**src/rtl/ram32_ctrl_if.sv**
```systemverilog
`default_nettype none
// ============================================================================
//  Module     : ram32_ctrl_if
//  Description: Request/response handshake bundle between a requester and
//               the RAM32 initiator (ram32_ctrl).
//  Revision   : 1.0 - initial release
// ============================================================================
interface ram32_ctrl_if #(
   parameter int DATA_W = 16,
   parameter int ADDR_W = 5
);
   logic              req_valid;
   logic              req_ready;
   logic              req_write;
   logic [ADDR_W-1:0] req_addr;
   logic [DATA_W-1:0] req_wdata;
   logic              rsp_valid;
   logic              rsp_ready;
   logic [DATA_W-1:0] rsp_rdata;

   // requester side
   modport master (
      output req_valid, req_write, req_addr, req_wdata, rsp_ready,
      input  req_ready, rsp_valid, rsp_rdata
   );

   // controller side
   modport slave (
      input  req_valid, req_write, req_addr, req_wdata, rsp_ready,
      output req_ready, rsp_valid, rsp_rdata
   );
endinterface
`default_nettype wire

```
**src/rtl/ram32_ctrl.sv**
```systemverilog
`default_nettype none
// ============================================================================
//  Module     : ram32_ctrl
//  Description: Initiator for a RAM32 port. Zero-fills every word after reset,
//               then serves single read/write requests on a valid/ready
//               request channel and returns data on a valid/ready response
//               channel (writes echo the stored data).
//  Revision   : 1.0 - initial release
// ============================================================================
module ram32_ctrl #(
   parameter int DATA_W         = 16,
   parameter int ADDR_W         = 5,
   parameter bit CLEAR_ON_RESET = 1'b1
) (
   input  logic              clk,
   input  logic              rst_n,
   ram32_ctrl_if.slave       bus,
   output logic              init_done,
   output logic [DATA_W-1:0] ram_in,
   output logic [ADDR_W-1:0] ram_addr,
   output logic              ram_write,
   input  logic [DATA_W-1:0] ram_out
);

   typedef enum logic [1:0] {
      CLEAR  = 2'd0,
      IDLE   = 2'd1,
      ACCESS = 2'd2,
      RESP   = 2'd3
   } state_t;

   state_t            state;
   // Top bit set means every address has been loaded; the count stops there.
   logic [ADDR_W:0]   clr_cnt;
   logic              rsp_valid;
   logic [DATA_W-1:0] rsp_rdata;

   // Requests are taken only while idle.
   assign bus.req_ready = (state == IDLE);
   assign bus.rsp_valid = rsp_valid;
   assign bus.rsp_rdata = rsp_rdata;

   // Controller FSM with registered RAM-side and response outputs.
   always_ff @(posedge clk or negedge rst_n) begin
      if (!rst_n) begin
         state     <= CLEAR_ON_RESET ? CLEAR : IDLE;
         clr_cnt   <= '0;
         init_done <= ~CLEAR_ON_RESET;
         ram_in    <= '0;
         ram_addr  <= '0;
         ram_write <= 1'b0;
         rsp_valid <= 1'b0;
         rsp_rdata <= '0;
      end else begin
         case (state)
            CLEAR: begin
               if (!clr_cnt[ADDR_W]) begin
                  ram_addr  <= clr_cnt[ADDR_W-1:0];
                  ram_in    <= '0;
                  ram_write <= 1'b1;
                  clr_cnt   <= clr_cnt + 1'b1;
               end else begin
                  // The last word is written at this edge.
                  ram_write <= 1'b0;
                  init_done <= 1'b1;
                  state     <= IDLE;
               end
            end
            IDLE: begin
               if (bus.req_valid) begin
                  // ram_write and ram_in double as the latched op and wdata.
                  ram_addr  <= bus.req_addr;
                  ram_in    <= bus.req_wdata;
                  ram_write <= bus.req_write;
                  state     <= ACCESS;
               end
            end
            ACCESS: begin
               rsp_rdata <= ram_write ? ram_in : ram_out;
               ram_write <= 1'b0;
               rsp_valid <= 1'b1;
               state     <= RESP;
            end
            RESP: begin
               if (bus.rsp_ready) begin
                  rsp_valid <= 1'b0;
                  state     <= IDLE;
               end
            end
            default: begin
               ram_write <= 1'b0;
               rsp_valid <= 1'b0;
               state     <= IDLE;
            end
         endcase
      end
   end

endmodule
`default_nettype wire

```
**src/flat_wrapper.sv**
```systemverilog
// flat-port wrapper written by rule: the top's interface ports become plain ports
module ram32_ctrl_flat 
#(
   parameter int DATA_W         = 16,
   parameter int ADDR_W         = 5,
   parameter bit CLEAR_ON_RESET = 1'b1
)
  (clk, rst_n, init_done, ram_in, ram_addr, ram_write, ram_out, bus_req_valid, bus_req_write, bus_req_addr, bus_req_wdata, bus_rsp_ready, bus_req_ready, bus_rsp_valid, bus_rsp_rdata);
  ram32_ctrl_if #(.DATA_W(DATA_W), .ADDR_W(ADDR_W)) bus_i ();
  input  logic clk;
  input  logic rst_n;
  output logic init_done;
  output logic [DATA_W-1:0] ram_in;
  output logic [ADDR_W-1:0] ram_addr;
  output logic ram_write;
  input  logic [DATA_W-1:0] ram_out;
  input wire logic [$bits(bus_i.req_valid)-1:0] bus_req_valid;
  input wire logic [$bits(bus_i.req_write)-1:0] bus_req_write;
  input wire logic [$bits(bus_i.req_addr)-1:0] bus_req_addr;
  input wire logic [$bits(bus_i.req_wdata)-1:0] bus_req_wdata;
  input wire logic [$bits(bus_i.rsp_ready)-1:0] bus_rsp_ready;
  output wire logic [$bits(bus_i.req_ready)-1:0] bus_req_ready;
  output wire logic [$bits(bus_i.rsp_valid)-1:0] bus_rsp_valid;
  output wire logic [$bits(bus_i.rsp_rdata)-1:0] bus_rsp_rdata;
  assign bus_i.req_valid = bus_req_valid;
  assign bus_i.req_write = bus_req_write;
  assign bus_i.req_addr = bus_req_addr;
  assign bus_i.req_wdata = bus_req_wdata;
  assign bus_i.rsp_ready = bus_rsp_ready;
  assign bus_req_ready = bus_i.req_ready;
  assign bus_rsp_valid = bus_i.rsp_valid;
  assign bus_rsp_rdata = bus_i.rsp_rdata;
  ram32_ctrl #(.DATA_W(DATA_W), .ADDR_W(ADDR_W), .CLEAR_ON_RESET(CLEAR_ON_RESET)) u_core (.clk(clk), .rst_n(rst_n), .bus(bus_i), .init_done(init_done), .ram_in(ram_in), .ram_addr(ram_addr), .ram_write(ram_write), .ram_out(ram_out));
endmodule
```
**config.mk**
```make
export PLATFORM = sky130hd
export DESIGN_NAME = ram32_ctrl_flat
export DESIGN_NICKNAME = d
export VERILOG_FILES = /design/src/rtl/ram32_ctrl_if.sv /design/src/rtl/ram32_ctrl.sv /design/src/flat_wrapper.sv
export SDC_FILE = /design/constraint.sdc
export NUM_CORES = 1
export LEC_CHECK = 0
export CORE_ASPECT_RATIO = 0.9
export CORE_MARGIN = 2
export CORE_UTILIZATION = 43
export DETAILED_ROUTE_END_ITERATION = 16
export GPL_TIMING_DRIVEN = 0
export PLACE_DENSITY = 0.77
export SLEW_MARGIN = 20
export SYNTH_ARGS = -nofsm -noshare
export SYNTH_HDL_FRONTEND = slang
export SYNTH_SLANG_ARGS = --single-unit
export TNS_END_PERCENT = 1
```
**constraint.sdc**
```tcl
create_clock -name clk -period 3.9 [get_ports clk]
set_input_delay 0.78 -clock clk [delete_from_list [all_inputs] [get_ports clk]]
set_output_delay 0.78 -clock clk [all_outputs]
set_load 0.01 [all_outputs]
```
* Yosys cells after proc, flatten, opt, wreduce, memory -nomap -nowiden *
Index checks and enable logic that the tools add are counted.

cells by class
  $add $sub $neg = 1
  equality and inequality tests = 7
  multiplexer cells = 17
  bitwise logic cells = 1
  reduce and logical (&&, ||, !) cells = 10

operators with widths
  cell                                                    number
  two-way mux 16 bit                                      3
  case mux 16 bit (2 select lines)                        1
  two-way mux 5 bit                                       2
  case mux 5 bit (2 select lines)                         1
  case mux 2 bit (4 select lines)                         1
  AND reduction 2 bit                                     4
  adder 6 x 1 -> 6 bit (second input constant)            1
  two-way mux 2 bit                                       3
  two-way mux 6 bit                                       1
  inequality test 2 bit (second input constant)           3
  AND reduction 3 bit                                     2
  equality test 2 bit (second input constant)             2
  nonzero test 2 bit                                      2
  two-way mux 1 bit                                       3
  case mux 1 bit (3 select lines)                         1
  nonzero test 3 bit                                      1
  equality test 2 x 1 -> 1 bit (second input constant)    1
  logical NOT 2 bit                                       1
  inequality test 2 x 1 -> 1 bit (second input constant)  1
  case mux 1 bit (2 select lines)                         1
  NOT 1 bit                                               1

storage, ports and cells
  register bits = 48
  input port bits = 42
  output and inout bits = 41
  logic and storage cells = 45

* Logic depth before layout (Yosys ltp) *
Gate-level depths: netlist of run 1.

  depth after elaboration = 3
  depth in mapped cells = 7

* Least setup slack after synthesis of run 1 *
No wires, ideal clock.

  kind = input to register
  start = in bus_req_valid
  end = reg u_core.ram_addr[0]
  setup time = 0.125 ns
  data arrival time = 1.661 ns
  data required time = 3.775 ns
  slack = 2.114 ns
  stages = 5
  buffers on the path = 2
  cell sequence = buf_2 -> nor2b_4 -> nor3b_4 -> buf_6 -> mux2_4

between the ends
  cells in the longest elaborated chain, start to end = 2

ends and longest elaborated chain
  item                                    RTL line            source
  start: declaration                      flat_wrapper.sv:17  input wire logic [$bits(bus_i.req_valid)-1:0] bus_req_valid;
  inequality test 2 bit (no source line)  n/a
  AND reduction 3 bit (no source line)    n/a
  end signal: assignment                  ram32_ctrl.sv:58    ram_addr <= clr_cnt[ADDR_W-1:0];
  end signal: assignment                  ram32_ctrl.sv:72    ram_addr <= bus.req_addr;
  end: declaration                        ram32_ctrl.sv:20    output logic [ADDR_W-1:0] ram_addr,

No other way between the ends.
A chain may end at the register's enable or synchronous reset.

* Worst setup path after layout of run 1 *
  start = reg u_core.state[1]
  end = out bus_req_ready

between the ends
  cells in the longest elaborated chain, start to end = 1

ends and longest elaborated chain
  item                          RTL line            source
  start: declaration            ram32_ctrl.sv:32    state_t state;
  start signal: assignment      ram32_ctrl.sv:46    state <= CLEAR_ON_RESET ? CLEAR : IDLE;
  equality test 2 x 1 -> 1 bit  ram32_ctrl.sv:39    assign bus.req_ready = (state == IDLE);
  end: declaration              flat_wrapper.sv:22  output wire logic [$bits(bus_i.req_ready)-1:0] bus_req_ready;

No other way between the ends.

==> flow_summary.toml, run 1 <==
[run]
drv_cap = 0

[detailed_routing]
route.antenna.remaining_nets = 0
vias = 1828
drt_iter0_drc = 135
wl_per_cell_um = 15.82
drt_wl_total_mm = 5.696
viasPerCell = 5.078
drc_errors = 0
drt_pass1_iterations = 4

[clock_network]
cts_tree = "yes"
clkTransAtPathRegs_ns = 0.08
cts.sink_count = 48
cts_max_level = 2
root_buffer = "clkbuf_8"
cts_resized = 0
ctsHoldBuffers = 0
numCtsBuffers = 5
cts.path.max_buffers = 2
clk_latency_ns = 0.29
cts_setup_buffers = 0

[worst_setup_path]
crit_arrival_ns = 1.51
worstSetupPathType = "flop to output port"
endpoint_kind = "output port"
critical_path_required_ns = 3.12
r2r_start = "u_core.state[0]"
startpoint = "u_core.state[1]"
critPathMaxFanout = 4
worstSetupStartpointType = "flop"

[power]
leakagePower_nw = 1.428
total_power_w = 0.002554
irDropWorstVdd_mv = 0.3529
power_density_nw_per_um2 = 791.7

[grt]
antenna_found_initial = 0
grt_pass1_wl_mm = 9.156
grt_usage_pct = 20.73
overflow = 0
grt_max_degree = 29
grt_pass1_vias = 1832

[timing]
holdWs_ns = 0.4409
skew_ns = 0.006154
period_minus_slack_ns = 2.285
slew_viol_final = 0
finalCritPeriodShare_pct = 58.60
finalHoldViolCount = 0
max_freq_mhz = 437.5
setup_viol = 0
fin_setup_tns_ns = 0
rsz0062_at_grt = "false"
tightest_slew_ns = 0.6157
max-slew-margin-rel_pct = 58.95

[final_layout]
regArea_um2 = 1201
final_area_um2 = 3226
mostFrequentLayoutCell = "clkdlybuf4s50_1"
drive_gt1_share_pct = 9.492
mostFrequentLayoutCells = "clkdlybuf4s50_1, dfrtp_1, inv_1, nor2_1"
syn2layout_area_growth_pct = 43.38
nNetsFinal = 345
multi_input_comb_area_um2 = 894.6
fin_cells = 360
diodes = 0
fillCellCount = 428

[floorplan]
rows = 24
die_h_um = 72.62
io-pin-count = 83
die-area_um2 = 5827
initial_core_util_pct = 45.40
dieWidth_um = 80.25
core_area_um2 = 4955

[placed_design]
port-buffer-count = 81
hpwl_mm = 4.148
gp_congestion = 0.8047
placed_cells_incl_taps = 355
dpl_cell_area_um2 = 3157

[synthesis]
synth_top_cell_by_area = "dfrtp_1"
synth.distinct_cells = 27
syn_inst = 208
synthArstFlopShare_pct = 100.0
synthFlopType = "dfrtp_1"
synth_nets = 256
synth.area.top_cells = "dfrtp_1, mux2i_1, nand4_1, o21ai_0, a21oi_1"
yosysWarnings = 0
yosys_register_bits = 48
syn_avg_cell_area_um2 = 10.82
synth_edf_count = 0
ys_seq_area_share_pct = 53.39
synth_area_um2 = 2250
yosys.area.top_type_share_pct = 53.39

[hold_path]
min_path_type = "input pin to async pin"

[status]
status = "finished, final reports clean"
[flip-flops by register name (all words and copies together) (netlist names)]
name,count
u_core.bus.rsp_rdata,16
u_core.ram_in,16
u_core.clr_cnt,6
u_core.ram_addr,5
u_core.state,2
u_core.bus.rsp_valid,1
u_core.init_done,1
u_core.ram_write,1
[per-layer routing]
layer | vias up | share of wire [%] | global-route usage, %
li1 | 881 | - | -
met1 | 877 | 47 | 28.71
met2 | 66 | 47 | 33.33
met4 | 0 | 0.98 | 6.026
met5 | - | 0 | 0
met3 | 4 | 6.0 | 4.208
[logic make-up after synthesis]
logic type | count (synthesis) | share of synthesized area (%)
AND/OR/NAND/NOR | 52 | 12.63
flip-flops | 48 | 53.39
AO/OA/AOI/OAI | 38 | 8.955
buffers and inverters | 33 | 6.841
multiplexers | 27 | 13.29
adder cells (fa/ha/maj) | 6 | 3.337
XOR/XNOR | 4 | 1.557
[path summary, 6_finish.rpt]
path / to / slack (ns) / cells past startpoint
worst max-delay path: bus_req_ready / 1.61 / 3
worst min-delay path: u_core.bus.rsp_valid / 0.44 / 1
worst max register to register: u_core.ram_addr[2] / 2.04 / 6
worst min register to register: u_core.init_done / 0.49 / 1
max in group asynchronous: u_core.bus.rsp_rdata[8] / 2.94 / 2
min in group clk: u_core.init_done / 0.49 / 1
[Yosys cell counts, drive strengths merged (6+ instances only)]
master	number
a21oi	16
buf	7
clkbuf	7
dfrtp	48
ha	6
inv	19
mux2	11
mux2i	16
nand2	7
nand4	17
nor2	19
o21ai	17
[area by class of cell]
type	count	share of cell area, %
flip-flops and latches	48	37.24
multi-input cells	127	27.73
repair buffers	82	25.60
plain buffers	14	2.560
well taps	65	2.521
inverters	19	2.211
clock buffers	5	2.133
[critical path, stage by stage (launching register included)]
cell,delay [ns]
dfrtp_1,0.42
inv_1,0.11
ha_1,0.15
clkdlybuf4s50_1,0.53
[power by group]
group	leakage, nW	switching (W)	internal (W)
Sequential	0.585	0.000166	0.000731
Clock	0.0359	0.000151	0.000116
Combinational	0.808	0.000638	0.000751
Total	1.43	0.000955	0.00160
[through the flow]
stage	setup WS, ns	util [%]
after floorplan	2.114	-
after global placement	0.6678	63.41
after detailed placement	1.919	63.71
after CTS	1.601	65.10
after global routing	1.530	65.10
final	1.615	65.10
Power figures use the tool's default switching activity.
==> run 2, diff against run 1 <==
--- a/config.mk
+++ b/config.mk
@@ -7,10 +7,10 @@
 export LEC_CHECK = 0
 export CORE_ASPECT_RATIO = 0.9
 export CORE_MARGIN = 2
-export CORE_UTILIZATION = 43
+export CORE_UTILIZATION = 40
 export DETAILED_ROUTE_END_ITERATION = 16
 export GPL_TIMING_DRIVEN = 0
-export PLACE_DENSITY = 0.77
+export PLACE_DENSITY = 0.75
 export SLEW_MARGIN = 20
 export SYNTH_ARGS = -nofsm -noshare
 export SYNTH_HDL_FRONTEND = slang
==> constraint.sdc (replaced) <==
create_clock -name clk -period 2.05 [get_ports clk]
set_input_delay 0.41 -clock clk [delete_from_list [all_inputs] [get_ports clk]]
set_output_delay 0.41 -clock clk [all_outputs]
set_load 0.01 [all_outputs]
==> run 2 against run 1 <==
Compared with the run above:
- combinational power up 90%
- clock skew shrank 0.0027 ns
- critical path depth unchanged
- design area is 1.7% higher
- non-clock buffer count rose by 1
- via count grew 1.6%
- critical endpoint unchanged
- largest cell class unchanged
- largest power group unchanged
==> flow_summary.toml, run 2 (synthesized netlist as in run 1, its figures left out) <==
[status]
status = "finished, final reports clean"

[worst_setup_path]
r2r_start = "u_core.state[0]"
worstSetupPathType = "flop to output port"
worstSetupStartpointType = "flop"
crit_path_end = "bus_req_ready"
critical_path_required_ns = 1.64
endpoint_kind = "output port"
crit_arrival_ns = 1.51
startpoint = "u_core.state[1]"
regToRegEndpoint = "u_core.ram_addr[0]"
rrSetupSlack_ns = 0.17
reg2reg_depth = 6
critPathMaxFanout = 4

[grt]
grt_pass1_vias = 1876
antenna_found_initial = 0
grt_pass1_wl_mm = 9.501
overflow = 0
grt_max_degree = 29
grt_usage_pct = 19.73

[placed_design]
hpwl_mm = 4.111
gp_congestion = 0.7610
port-buffer-count = 81
dp_slack_ns = 0.1757

[clock_network]
clk_latency_ns = 0.30
clkTransAtPathRegs_ns = 0.09
cts_setup_buffers = 0
ctsHoldBuffers = 0
cts.sink_count = 48
cts.path.max_buffers = 2
cts_tree = "yes"
cts_resized = 0
cts_max_level = 2
root_buffer = "clkbuf_8"
numCtsBuffers = 5

[floorplan]
rows = 25
core_area_um2 = 5349
initial_core_util_pct = 42.06
io-pin-count = 83
die-area_um2 = 6241
die_h_um = 75.15
dieWidth_um = 83.05

[final_layout]
fillCellCount = 454
syn2layout_area_growth_pct = 45.88
largestRegisters = "u_core.bus.rsp_rdata (16), u_core.ram_in (16), u_core.clr_cnt (6)"
drive_gt1_share_pct = 10.37
mostFrequentLayoutCell = "clkdlybuf4s50_1"
diodes = 0
mostFrequentLayoutCells = "clkdlybuf4s50_1, dfrtp_1, inv_1, nor2_1"
nNetsFinal = 346
final_util_pct = 61.36

[timing]
max_freq_mhz = 521.2
tightest_slew_ns = 0.6758
finalHoldViolCount = 0
finalCritPeriodShare_pct = 93.59
skew_ns = 0.003503
period_minus_slack_ns = 1.919
fin_ws_ns = 0.1314
slew_viol_final = 0
max-slew-margin-rel_pct = 54.95
setup_viol = 0
rsz0062_at_grt = "false"

[detailed_routing]
drt_pass1_iterations = 4
drt_iter0_drc = 121
viasPerCell = 5.077
drc_errors = 0
wl_per_cell_um = 15.80
drt_wl_total_mm = 5.784
vias = 1858
route.antenna.remaining_nets = 0

[power]
leakagePower_nw = 1.456
irDropWorstVdd_mv = 0.8581
power_density_nw_per_um2 = 1534

[hold_path]
min_path_type = "input pin to async pin"

[run]
drv_cap = 0
==> run 2: changes by cell type in the layout (fill, tap and decap cells not counted) <==
cell / delta
buf_12: -1
buf_16: +1
buf_4: +1
bufinv_16: +1
clkbuf_1: +1
clkinv_2: +1
==> run 2: metal layers <==
metal | vias to the layer above | GRT usage, % | share of wire, %
met3 | 7 | 3.838 | 6.9
met5 | - | 0 | 0
li1 | 891 | - | -
met1 | 888 | 27.05 | 45
met4 | 0 | 7.832 | 1.4
met2 | 72 | 31.54 | 47
==> run 2: area by class of cell <==
cell class	count	area, um^2	share of cell area, %
flip-flops and latches	48	1201	36.60
multi-input cells	127	894.6	27.26
repair buffers	83	840.8	25.62
well taps	67	83.83	2.554
plain buffers	14	82.58	2.516
clock buffers	6	72.57	2.211
inverters	19	71.32	2.173
clock inverters	2	35.03	1.067
==> run 2: how the worst min path moves through the flow <==
stage                                         end  slack, ns  cells after the start
after detailed placement         u_core.init_done       0.47                      1
after global routing           u_core.ram_addr[1]       0.18                      1
after global placement           u_core.init_done       0.45                      1
after CTS                      u_core.ram_addr[1]       0.16                      1
after floorplan           u_core.bus.rsp_rdata[0]       0.11                      0
final                          u_core.ram_addr[1]       0.14                      1
==> run 2: power breakdown <==
group	switching (W)	internal [W]	total, W
Combinational	0.00119	0.00145	0.00264
Clock	0.000314	0.000362	0.000676
Sequential	0.000327	0.00139	0.00172
Total	0.00183	0.00320	0.00503
==> run 2: critical path, cell delays in order (launching register included) <==
cell and delay (ns):
dfrtp_1 0.41, inv_1 0.11, ha_1 0.16, clkdlybuf4s50_1 0.53
==> run 2: stage by stage <==
step / instance area [um^2] / power (W) / TNS (ns) / instances / hold slack, ns
4_1_cts: 3274 / 0.005063 / 0 / 365 / 0.1562
3_5_place_dp: 3167 / 0.004364 / 0 / 357 / 0.4733
2_1_floorplan: 2250 / 0.003150 / 0 / 208 / 0.1144
6_report: 3282 / 0.005034 / 0 / 366 / 0.1371
3_3_place_gp: 3144 / 0.004291 / -39.84 / 356 / 0.4525
5_1_grt: 3282 / 0.005387 / 0 / 366 / 0.1802
==> run 3, diff against run 2 <==
--- a/config.mk
+++ b/config.mk
@@ -10,6 +10,7 @@
 export CORE_UTILIZATION = 40
 export DETAILED_ROUTE_END_ITERATION = 16
 export GPL_TIMING_DRIVEN = 0
+export HOLD_SLACK_MARGIN = 0.02
 export PLACE_DENSITY = 0.75
 export SLEW_MARGIN = 20
 export SYNTH_ARGS = -nofsm -noshare
==> results of run 3 <==
Same layout as run 2: the final DEF is identical, and so are final timing and power.
